File: src/rtl/mem_bus_arbiter_pkg.sv
// mem_bus_arbiter_pkg: shared state encodings, reset polarity and helpers for the memory bus arbiter
package mem_bus_arbiter_pkg;
   localparam int DEF_ADDR_W = 32;
   localparam int DEF_DATA_W = 32;
   localparam int RUN_W = 4;
   localparam logic ARB_RST_ACTIVE = 1'b0;
   typedef enum logic [1:0] {
      ARB_IDLE    = 2'd0,
      ARB_BUSY_IF = 2'd1,
      ARB_BUSY_D  = 2'd2
   } arb_state_e;
   function automatic logic [RUN_W-1:0] sat_inc(input logic [RUN_W-1:0] v, input logic [RUN_W-1:0] max);
      return (v == max) ? v : v + 1'b1;
   endfunction
endpackage

File: src/rtl/mem_bus_arbiter_if.sv
// mem_bus_arbiter_if: fetch port, data port and memory port signals of the SOPC memory arbiter
interface mem_bus_arbiter_if #(
   parameter int ADDR_W = 32,
   parameter int DATA_W = 32,
   parameter int SEL_W  = DATA_W / 8
);
   logic              if_req;
   logic [ADDR_W-1:0] if_addr;
   logic              if_ack;
   logic [DATA_W-1:0] if_rdata;
   logic              d_req;
   logic              d_we;
   logic [ADDR_W-1:0] d_addr;
   logic [SEL_W-1:0]  d_sel;
   logic [DATA_W-1:0] d_wdata;
   logic              d_ack;
   logic [DATA_W-1:0] d_rdata;
   logic              mem_req;
   logic              mem_we;
   logic [ADDR_W-1:0] mem_addr;
   logic [SEL_W-1:0]  mem_sel;
   logic [DATA_W-1:0] mem_wdata;
   logic              mem_ack;
   logic [DATA_W-1:0] mem_rdata;
   // slave is the arbiter's view; master is the core plus memory side
   modport slave (
      input  if_req, if_addr, d_req, d_we, d_addr, d_sel, d_wdata, mem_ack, mem_rdata,
      output if_ack, if_rdata, d_ack, d_rdata, mem_req, mem_we, mem_addr, mem_sel, mem_wdata
   );
   modport master (
      output if_req, if_addr, d_req, d_we, d_addr, d_sel, d_wdata, mem_ack, mem_rdata,
      input  if_ack, if_rdata, d_ack, d_rdata, mem_req, mem_we, mem_addr, mem_sel, mem_wdata
   );
endinterface

File: src/rtl/mem_bus_arbiter_arb_pick.sv
// mem_bus_arbiter_arb_pick: data-first priority picker with a bounded data run while fetch waits
module mem_bus_arbiter_arb_pick
   import mem_bus_arbiter_pkg::*;
#(
   parameter int MAX_DATA_RUN = 4
) (
   input  logic             cand_if_i,
   input  logic             cand_d_i,
   input  logic [RUN_W-1:0] run_cnt_i,
   output logic             grant_if_o,
   output logic             grant_d_o
);
   logic fetch_due;
   assign fetch_due  = cand_if_i && (run_cnt_i == RUN_W'(MAX_DATA_RUN));
   assign grant_d_o  = cand_d_i && !fetch_due;
   assign grant_if_o = cand_if_i && !grant_d_o;
endmodule

File: src/rtl/mem_bus_arbiter.sv
// mem_bus_arbiter: serialises CPU fetch and load/store accesses onto one single-port memory
module mem_bus_arbiter
   import mem_bus_arbiter_pkg::*;
#(
   parameter int ADDR_W       = DEF_ADDR_W,
   parameter int DATA_W       = DEF_DATA_W,
   parameter int SEL_W        = DATA_W / 8,
   parameter int MAX_DATA_RUN = 4
) (
   input logic              clk,
   input logic              rst,
   mem_bus_arbiter_if.slave bus
);
   arb_state_e        state_q, state_d;
   logic [RUN_W-1:0]  run_q, run_d;
   logic              we_q, we_d;
   logic [ADDR_W-1:0] addr_q, addr_d;
   logic [SEL_W-1:0]  sel_q, sel_d;
   logic [DATA_W-1:0] wdata_q, wdata_d;
   logic              arb, cand_if, cand_d, grant_if, grant_d;

   // the port being acked this cycle still holds req high, so it is not a candidate
   assign arb     = (state_q == ARB_IDLE) || bus.mem_ack;
   assign cand_if = arb && bus.if_req && (state_q != ARB_BUSY_IF);
   assign cand_d  = arb && bus.d_req && (state_q != ARB_BUSY_D);

   mem_bus_arbiter_arb_pick #(.MAX_DATA_RUN(MAX_DATA_RUN)) u_pick (
      .cand_if_i (cand_if),
      .cand_d_i  (cand_d),
      .run_cnt_i (run_q),
      .grant_if_o(grant_if),
      .grant_d_o (grant_d)
   );

   always_comb begin
      state_d = state_q;
      run_d   = run_q;
      we_d    = we_q;
      addr_d  = addr_q;
      sel_d   = sel_q;
      wdata_d = wdata_q;
      if (arb) begin
         state_d = grant_d ? ARB_BUSY_D : grant_if ? ARB_BUSY_IF : ARB_IDLE;
         run_d   = (grant_if || !bus.if_req) ? '0 : grant_d ? sat_inc(run_q, RUN_W'(MAX_DATA_RUN)) : run_q;
      end
      if (grant_if || grant_d) begin
         we_d    = grant_d && bus.d_we;
         addr_d  = grant_d ? bus.d_addr : bus.if_addr;
         sel_d   = grant_d ? bus.d_sel : '1;
         wdata_d = grant_d ? bus.d_wdata : '0;
      end
   end

   always_ff @(posedge clk) begin
      if (rst == ARB_RST_ACTIVE) begin
         state_q <= ARB_IDLE;
         run_q   <= '0;
         we_q    <= 1'b0;
         addr_q  <= '0;
         sel_q   <= '0;
         wdata_q <= '0;
      end else begin
         state_q <= state_d;
         run_q   <= run_d;
         we_q    <= we_d;
         addr_q  <= addr_d;
         sel_q   <= sel_d;
         wdata_q <= wdata_d;
      end
   end

   assign bus.mem_req   = state_q != ARB_IDLE;
   assign bus.mem_we    = we_q;
   assign bus.mem_addr  = addr_q;
   assign bus.mem_sel   = sel_q;
   assign bus.mem_wdata = wdata_q;
   assign bus.if_ack    = bus.mem_ack && (state_q == ARB_BUSY_IF);
   assign bus.d_ack     = bus.mem_ack && (state_q == ARB_BUSY_D);
   assign bus.if_rdata  = bus.mem_rdata;
   assign bus.d_rdata   = bus.mem_rdata;
endmodule

File: src/flat_wrapper.sv
// flat-port wrapper written by rule: the top's interface ports become plain ports
module mem_bus_arbiter_flat import mem_bus_arbiter_pkg::*;
#(
   parameter int ADDR_W       = DEF_ADDR_W,
   parameter int DATA_W       = DEF_DATA_W,
   parameter int SEL_W        = DATA_W / 8,
   parameter int MAX_DATA_RUN = 4
)
  (clk, rst, bus_if_req, bus_if_addr, bus_d_req, bus_d_we, bus_d_addr, bus_d_sel, bus_d_wdata, bus_mem_ack, bus_mem_rdata, bus_if_ack, bus_if_rdata, bus_d_ack, bus_d_rdata, bus_mem_req, bus_mem_we, bus_mem_addr, bus_mem_sel, bus_mem_wdata);
  mem_bus_arbiter_if #(.ADDR_W(ADDR_W), .DATA_W(DATA_W), .SEL_W(SEL_W)) bus_i ();
  input logic clk;
  input logic rst;
  input wire logic [$bits(bus_i.if_req)-1:0] bus_if_req;
  input wire logic [$bits(bus_i.if_addr)-1:0] bus_if_addr;
  input wire logic [$bits(bus_i.d_req)-1:0] bus_d_req;
  input wire logic [$bits(bus_i.d_we)-1:0] bus_d_we;
  input wire logic [$bits(bus_i.d_addr)-1:0] bus_d_addr;
  input wire logic [$bits(bus_i.d_sel)-1:0] bus_d_sel;
  input wire logic [$bits(bus_i.d_wdata)-1:0] bus_d_wdata;
  input wire logic [$bits(bus_i.mem_ack)-1:0] bus_mem_ack;
  input wire logic [$bits(bus_i.mem_rdata)-1:0] bus_mem_rdata;
  output wire logic [$bits(bus_i.if_ack)-1:0] bus_if_ack;
  output wire logic [$bits(bus_i.if_rdata)-1:0] bus_if_rdata;
  output wire logic [$bits(bus_i.d_ack)-1:0] bus_d_ack;
  output wire logic [$bits(bus_i.d_rdata)-1:0] bus_d_rdata;
  output wire logic [$bits(bus_i.mem_req)-1:0] bus_mem_req;
  output wire logic [$bits(bus_i.mem_we)-1:0] bus_mem_we;
  output wire logic [$bits(bus_i.mem_addr)-1:0] bus_mem_addr;
  output wire logic [$bits(bus_i.mem_sel)-1:0] bus_mem_sel;
  output wire logic [$bits(bus_i.mem_wdata)-1:0] bus_mem_wdata;
  assign bus_i.if_req = bus_if_req;
  assign bus_i.if_addr = bus_if_addr;
  assign bus_i.d_req = bus_d_req;
  assign bus_i.d_we = bus_d_we;
  assign bus_i.d_addr = bus_d_addr;
  assign bus_i.d_sel = bus_d_sel;
  assign bus_i.d_wdata = bus_d_wdata;
  assign bus_i.mem_ack = bus_mem_ack;
  assign bus_i.mem_rdata = bus_mem_rdata;
  assign bus_if_ack = bus_i.if_ack;
  assign bus_if_rdata = bus_i.if_rdata;
  assign bus_d_ack = bus_i.d_ack;
  assign bus_d_rdata = bus_i.d_rdata;
  assign bus_mem_req = bus_i.mem_req;
  assign bus_mem_we = bus_i.mem_we;
  assign bus_mem_addr = bus_i.mem_addr;
  assign bus_mem_sel = bus_i.mem_sel;
  assign bus_mem_wdata = bus_i.mem_wdata;
  mem_bus_arbiter #(.ADDR_W(ADDR_W), .DATA_W(DATA_W), .SEL_W(SEL_W), .MAX_DATA_RUN(MAX_DATA_RUN)) u_core (.clk(clk), .rst(rst), .bus(bus_i));
endmodule
File: config.mk
export PLATFORM = sky130hd
export DESIGN_NAME = mem_bus_arbiter_flat
export DESIGN_NICKNAME = d
export VERILOG_FILES = /design/src/rtl/mem_bus_arbiter_pkg.sv /design/src/rtl/mem_bus_arbiter_if.sv /design/src/rtl/mem_bus_arbiter_arb_pick.sv /design/src/rtl/mem_bus_arbiter.sv /design/src/flat_wrapper.sv
export SDC_FILE = /design/constraint.sdc
export NUM_CORES = 1
export LEC_CHECK = 0
export CORE_MARGIN = 10
export CORE_UTILIZATION = 31
export CTS_CLUSTER_DIAMETER = 40
export CTS_CLUSTER_SIZE = 28
export DETAILED_ROUTE_END_ITERATION = 8
export PLACE_DENSITY = 0.83
export REMOVE_ABC_BUFFERS = 1
export SYNTH_ARGS = -nofsm -noshare
export SYNTH_HDL_FRONTEND = slang
export SYNTH_HIERARCHICAL = 1
export SYNTH_SLANG_ARGS = --single-unit
File: constraint.sdc
create_clock -name clk -period 2.08 [get_ports clk]
set_clock_uncertainty 0.1 [all_clocks]
set_input_delay 0.416 -clock clk [delete_from_list [all_inputs] [get_ports clk]]
set_output_delay 0.416 -clock clk [all_outputs]
set_load 0.05 [all_outputs]
==> flow_metrics.py, run 1 <==
metrics = {
    "status": {
        "outcome": "complete, no violations",
    },
    "place": {
        "dp_hpwl_um": 10500,
        "dpl_worst_slack_ns": -0.541,
        "port_buffers": 177,
        "placedCellCount": 667,
        "gp_congestion": 0.779,
    },
    "cells_and_area": {
        "area_delta_synth_final_pct": 49.9,
        "drive_gt1_share_pct": 9.29,
        "final_net_count": 677,
        "postLayoutCoreUtil_pct": 48.0,
        "num_antenna_cells": 0,
        "final_cells": 681,
    },
    "route": {
        "vias": 3409,
        "drtIter0Drc": 144,
        "drc": 0,
        "routed_wl_um": 13800,
        "viasPerCell": 5.01,
        "ant_nets": 0,
        "drt_first_pass_iters": 4,
        "detail_route.wl_per_cell_um": 20.2,
    },
    "timing": {
        "timing.fmax_mhz": 496,
        "timing.final.crit_period_ns": 2.02,
        "setup_ws_ns": 0.0649,
        "hold_slack_ns": 0.392,
        "slew_viol_final": 0,
        "worst_pin_slew_ns": 0.540,
        "hold_viol": 0,
        "relSlewSlack_pct": 63.9,
        "period_share_pct": 96.9,
        "setup_viol": 0,
    },
    "yosys": {
        "dominantRegCellSynth": "dfxtp_1",
        "synth_compound_area_share_pct": 14.4,
        "synth_top_area_cell": "dfxtp_1",
        "ys_seq_area_share_pct": 40.6,
        "avgSynthCellArea_um2": 8.69,
        "netlist_area_mm2": 0.00370,
        "syn_inst": 426,
        "synth_cell_types": 37,
        "yosys.area_share.xor_xnor_pct": 0,
        "synth_top_area_share_pct": 40.6,
        "ys_ff_latch": 75,
        "synth-edff-count": 0,
        "synth.top_cells.by_area": "dfxtp_1, buf_4, mux2i_1, nor2_1, nor3b_1",
        "synth_top_family_by_area": "simple AND/OR/NAND/NOR gates",
        "synthAdderAreaFrac_pct": 0.676,
        "ys_warn_count": 6,
        "synthArstFlopShare_pct": 0,
        "muxShareOfSynthArea_pct": 8.72,
        "synthSimpleGateAreaFrac_pct": 18.6,
        "synth_commonest_cells": "dfxtp_1, nor2_1, buf_4",
        "synth.most_common_cell": "dfxtp_1",
    },
    "global_route": {
        "grt_overflow": 0,
        "grt_pass1_vias": 3464,
        "antenna_found_initial": 1,
        "grt_pass1_wl_um": 20000,
        "grt.total_usage_pct": 15.4,
        "grt_max_degree": 74,
    },
    "setup_path": {
        "critical-path-top-delay-family": "buffers and inverters",
        "slowest_delay_ns": 0.82,
        "critPathCaptureType": "primary output",
        "cp_cell_sequence": "clkdlybuf4s50_1",
        "cp_max_fo": 2,
        "worstSetupPathType": "register to primary output",
        "start_kind": "register",
        "crit_buf_inv": 1,
        "crit_required_ns": 1.56,
        "cp.arrival_ns": 1.50,
        "slowest_stage": "clkdlybuf4s50_1",
    },
    "power_and_ir_drop": {
        "ir_worst_vdd_mv": 0.357,
        "p_leak_nw": 2.05,
        "p_total_mw": 4.52,
        "p_per_area_mw_per_mm2": 815,
    },
    "die": {
        "rows": 39,
        "die_w_um": 129,
        "ios": 274,
        "dieHeight_um": 129,
        "die_area_mm2": 0.0167,
        "start_util_pct": 32.0,
        "fp.coreArea_mm2": 0.0116,
    },
    "clocking": {
        "htree_levels": 3,
        "cts_hold_buf": 0,
        "clock_sinks": 75,
        "cts_tree": "built",
        "insertion_delay_ns": 0.32,
        "cts_buffers": 9,
        "clockRootBuffer": "clkbuf_16",
        "clk_pin_slew_ns": 0.05,
        "cts_buffer_depth": 2,
    },
    "hold_path": {
        "hp-class": "register to register",
    },
    "job": {
        "maxCapViolations": 0,
    },
}
worst reg2reg max path, cell delays in order, from the launching register on:
cell and delay [ns]:
dfxtp_1 0.33, or2_4 0.25, a21boi_1 0.12, inv_1 0.08, o21a_4 0.25, nor4bb_2 0.40, a221oi_2 0.12, a211oi_1 0.26
stage by stage:
stage / cell area [um^2] / TNS (ns)
floorplan: 3090 / -254.42
global placement: 5230 / -20.76
detailed placement: 5230 / -26.85
CTS: 5500 / 0
global route: 5550 / -0.0157
finish: 5550 / 0
what timing repair did:
| item | in CTS | in global routing |
|---|---|---|
| buffers inserted | 0 | 1 |
| endpoints found under the setup margin | 35 | 45 |
| gates resized for setup | 5 | 4 |
| cloned | 0 | 1 |
| pin swaps | 0 | 0 |
worst paths after layout:
path                     startpoint  depth (start not counted)  slack [ns]                     to
max          u_core/bus.mem_addr[9]                          1        0.06        bus_mem_addr[9]
min           u_core/bus.mem_sel[3]                          2        0.39  u_core/bus.mem_sel[3]
max reg2reg       u_core/state_q[0]                          7        0.08        u_core/run_q[0]
min reg2reg   u_core/bus.mem_sel[3]                          2        0.39  u_core/bus.mem_sel[3]
cells in the final DEF, fill, tap and decap left out, drive strengths merged, types with 2 or more instances in the layout:
master,synthesis,final
inv,6,6
a21oi,38,38
nor3,4,4
a211oi,31,31
ha,2,2
dfxtp,75,75
a21boi,2,2
nor3b,33,33
a31oi,2,2
nor2,70,70
nand2,11,11
buf,77,26
clkbuf,18,13
clkdlybuf4s50,0,167
mux2i,30,30
nand3b,2,2
nand4,2,2
nand2b,2,2
mux2,2,2
o21ai,4,4
flip-flops by register name, indices dropped and copies added (netlist names):
register,cells
u_core/bus.mem_wdata,32
u_core/bus.mem_we,1
u_core/bus.mem_sel,4
u_core/run_q,4
u_core/bus.mem_addr,32
u_core/state_q,2
cell type report:
| type | count | area [um^2] |
|---|---|---|
| multi-input cells | 250 | 1600 |
| fillers | 1056 | 6010 |
| repair buffers | 195 | 1990 |
| clock buffers | 12 | 256 |
| flip-flops and latches | 75 | 1500 |
| inverters | 6 | 22.5 |
| well taps | 143 | 179 |
power by group:
| part | switching (mW) | internal [mW] | total, mW |
|---|---|---|---|
| clock network | 0.525 | 0.845 | 1.37 |
| logic | 0.876 | 0.629 | 1.50 |
| registers | 0.0738 | 1.57 | 1.65 |
| total | 1.48 | 3.05 | 4.52 |
cell families (layout without fill, tap and decap cells):
| kind of cell | count (synthesis) | count (layout) |
|---|---|---|
| flip-flops | 75 | 75 |
| AND/OR/NAND/NOR | 132 | 132 |
| buffers and inverters | 101 | 213 |
| AO/OA/AOI/OAI | 84 | 84 |
| multiplexers | 32 | 32 |
| adder cells (fa/ha/maj) | 2 | 2 |
routing by layer:
layer / global-route usage, % / vias to the layer above / routed length, um
li1: - / 1623 / -
met5: 6.76 / - / 43
met2: 19.9 / 224 / 5200
met3: 13.3 / 24 / 2640
met1: 17.2 / 1536 / 5630
met4: 5.95 / 2 / 239
No activity file was read; power rests on OpenSTA's default activity.
==> inputs of run 2 (changes only) <==
--- a/config.mk
+++ b/config.mk
@@ -12,6 +12,7 @@
 export DETAILED_ROUTE_END_ITERATION = 8
 export PLACE_DENSITY = 0.83
 export REMOVE_ABC_BUFFERS = 1
+export SLEW_MARGIN = 20
 export SYNTH_ARGS = -nofsm -noshare
 export SYNTH_HDL_FRONTEND = slang
 export SYNTH_HIERARCHICAL = 1
==> results of run 2 <==
Final layout, timing and power as in run 1 (identical DEF).
==> inputs of run 3 (changes only) <==
--- a/config.mk
+++ b/config.mk
@@ -6,11 +6,12 @@
 export NUM_CORES = 1
 export LEC_CHECK = 0
 export CORE_MARGIN = 10
-export CORE_UTILIZATION = 31
+export CORE_UTILIZATION = 35
 export CTS_CLUSTER_DIAMETER = 40
 export CTS_CLUSTER_SIZE = 28
 export DETAILED_ROUTE_END_ITERATION = 8
-export PLACE_DENSITY = 0.83
+export GPL_TIMING_DRIVEN = 0
+export PLACE_DENSITY = 0.88
 export REMOVE_ABC_BUFFERS = 1
 export SLEW_MARGIN = 20
 export SYNTH_ARGS = -nofsm -noshare
==> constraint.sdc (replaced) <==
create_clock -name clk -period 2.05 [get_ports clk]
set_clock_uncertainty 0.1 [all_clocks]
set_input_delay 0.41 -clock clk [delete_from_list [all_inputs] [get_ports clk]]
set_output_delay 0.41 -clock clk [all_outputs]
set_load 0.05 [all_outputs]
==> flow_metrics.py, run 3 (synthesis results as in run 1) <==
metrics = {
    "clocking": {
        "cts_tree": "built",
        "cts_hold_buf": 0,
        "htree_levels": 3,
        "cts_buffer_depth": 2,
        "insertion_delay_ns": 0.34,
        "clk_pin_slew_ns": 0.08,
        "cts_buffers": 9,
        "clock_sinks": 75,
        "clockRootBuffer": "clkbuf_8",
    },
    "cells_and_area": {
        "final_common_cell": "clkdlybuf4s50_1",
        "area_delta_synth_final_pct": 66.7,
        "final_cell_mix": "clkdlybuf4s50_1, dfxtp_1, nor2_1",
        "drive_gt1_share_pct": 18.3,
        "num_antenna_cells": 0,
        "stdcell_area_mm2": 0.00617,
        "final_net_count": 692,
    },
    "die": {
        "die_area_mm2": 0.0151,
        "dieHeight_um": 123,
        "ios": 274,
        "die_w_um": 123,
        "start_util_pct": 35.9,
        "rows": 37,
        "fp.coreArea_mm2": 0.0103,
    },
    "global_route": {
        "antenna_found_initial": 0,
        "grt_pass1_wl_um": 22200,
        "grt_overflow": 0,
        "grt.total_usage_pct": 19.2,
        "grt_max_degree": 72,
        "grt_pass1_vias": 3879,
    },
    "power_and_ir_drop": {
        "p_sw_share_pct": 34.8,
        "p_clk_share_pct": 24.4,
        "p_leak_nw": 2.84,
        "internal_power_mw": 3.03,
        "p_per_area_mw_per_mm2": 753,
        "ir_worst_vdd_mv": 0.439,
        "pwr-share-seq_pct": 35.9,
        "combPwrFrac_pct": 39.7,
        "p_switching_mw": 1.62,
    },
    "timing": {
        "worst_pin_slew_ns": 0.786,
        "rsz0062_at_grt": "true",
        "slew_viol_final": 0,
        "timing.fmax_mhz": 471,
        "hold_viol": 0,
        "hold_slack_ns": 0.426,
        "tns_ns": -0.573,
        "relSlewSlack_pct": 47.6,
        "setup_ws_ns": -0.0744,
        "timing.final.crit_period_ns": 2.12,
        "period_share_pct": 104,
        "setup_viol": 25,
    },
    "place": {
        "dpl_cell_area_mm2": 0.00516,
        "dpl_worst_slack_ns": -1.23,
        "port_buffers": 177,
        "dp_hpwl_um": 10600,
        "gp_congestion": 0.808,
    },
    "setup_path": {
        "cp_max_fo": 7,
        "crit_buf_inv": 4,
        "crit_required_ns": 2.20,
        "r2r_setup_slack_ns": -0.07,
        "critical-path-top-delay-family": "simple AND/OR/NAND/NOR gates",
        "cp_cell_sequence": "or2_4, buf_12, a21boi_4, a21oi_4, buf_8, buf_16, buf_16, nor3b_2, a21oi_2, nor2_1",
        "cp_common_cell": "buf_16",
        "slowest_delay_ns": 0.37,
        "critPathCaptureType": "register",
        "slowest_stage": "dfxtp_4",
        "start_kind": "register",
        "cp.arrival_ns": 2.28,
        "worstSetupPathType": "register to register",
    },
    "route": {
        "detail_route.wl_per_cell_um": 24.1,
        "drc": 0,
        "routed_wl_um": 16700,
        "vias": 3753,
        "drt_first_pass_iters": 4,
        "viasPerCell": 5.42,
        "ant_nets": 0,
        "drtIter0Drc": 184,
    },
    "job": {
        "maxCapViolations": 0,
    },
    "status": {
        "violations": "negative setup slack",
        "outcome": "finished, violations left",
    },
    "hold_path": {
        "hp-class": "register to register",
    },
}
## run 3: cell count changes in the layout (fill, tap and decap cells not counted), sizes merged, moves of 2 or more
| cell | change |
|---|---|
| dlymetal6s2s | +37 |
| bufbuf | +2 |
| clkdlybuf4s50 | -37 |
| o21a | +3 |
| clkbuf | +7 |
| buf | -5 |
| dlygate4sd2 | +7 |
## run 3: power by group through the flow
stage,combinational [mW],sequential [mW],clock [mW]
after floorplan,0.424,2.14,0
after global placement,1.44,1.69,0
after detailed placement,1.50,1.70,0
after CTS,1.67,1.67,1.16
after global routing,1.93,1.68,1.23
final,1.85,1.67,1.13
## run 3: final timing paths
kind                                            endpoint  cells after the start                  start
worst max-delay path            u_core/bus.mem_wdata[24]                     10      u_core/state_q[1]
worst min-delay path               u_core/bus.mem_sel[2]                      2  u_core/bus.mem_sel[2]
worst max register to register  u_core/bus.mem_wdata[24]                     10      u_core/state_q[1]
worst min register to register     u_core/bus.mem_sel[2]                      2  u_core/bus.mem_sel[2]
## run 3: final cells by class
type / count / area, um^2
Clock buffer: 13 / 159
Clock inverter: 2 / 35.0
Fill cell: 808 / 4150
Inverter: 6 / 41.3
Multi-Input combinational cell: 253 / 1880
Sequential cell: 75 / 1510
Tap cell: 136 / 170
Timing Repair Buffer: 206 / 2370
Timing Repair inverter: 1 / 8.76
## run 3: worst min-delay path, stage by stage, from the launching register on
cell	delay (ns)
dfxtp_1	0.33
nor3_1	0.06
nor2_1	0.10
## run 3: metal layers
metal | share of wire, % | track usage (%) | up-vias
met2 | 44 | 28.0 | 279
met3 | 16 | 14.9 | 27
met5 | 0.38 | 6.91 | -
met1 | 38 | 20.8 | 1782
li1 | - | - | 1663
met4 | 1.8 | 5.60 | 2
## run 3: timing repair
item | CTS | global route
resized for setup | 36 | 94
gates cloned | 6 | 7
pin swaps | 6 | 22
buffers inserted | 13 | 3
setup endpoints to repair | 83 | 98
## run 3: per-stage QoR
| step | std cells | util [%] | power (mW) |
|---|---|---|---|
| floorplan | 331 | - | 2.56 |
| global placement | 644 | 48.7 | 3.13 |
| detailed placement | 649 | 50.0 | 3.20 |
| CTS | 682 | 55.0 | 4.50 |
| global route | 692 | 59.8 | 4.85 |
| finish | 692 | 59.8 | 4.65 |
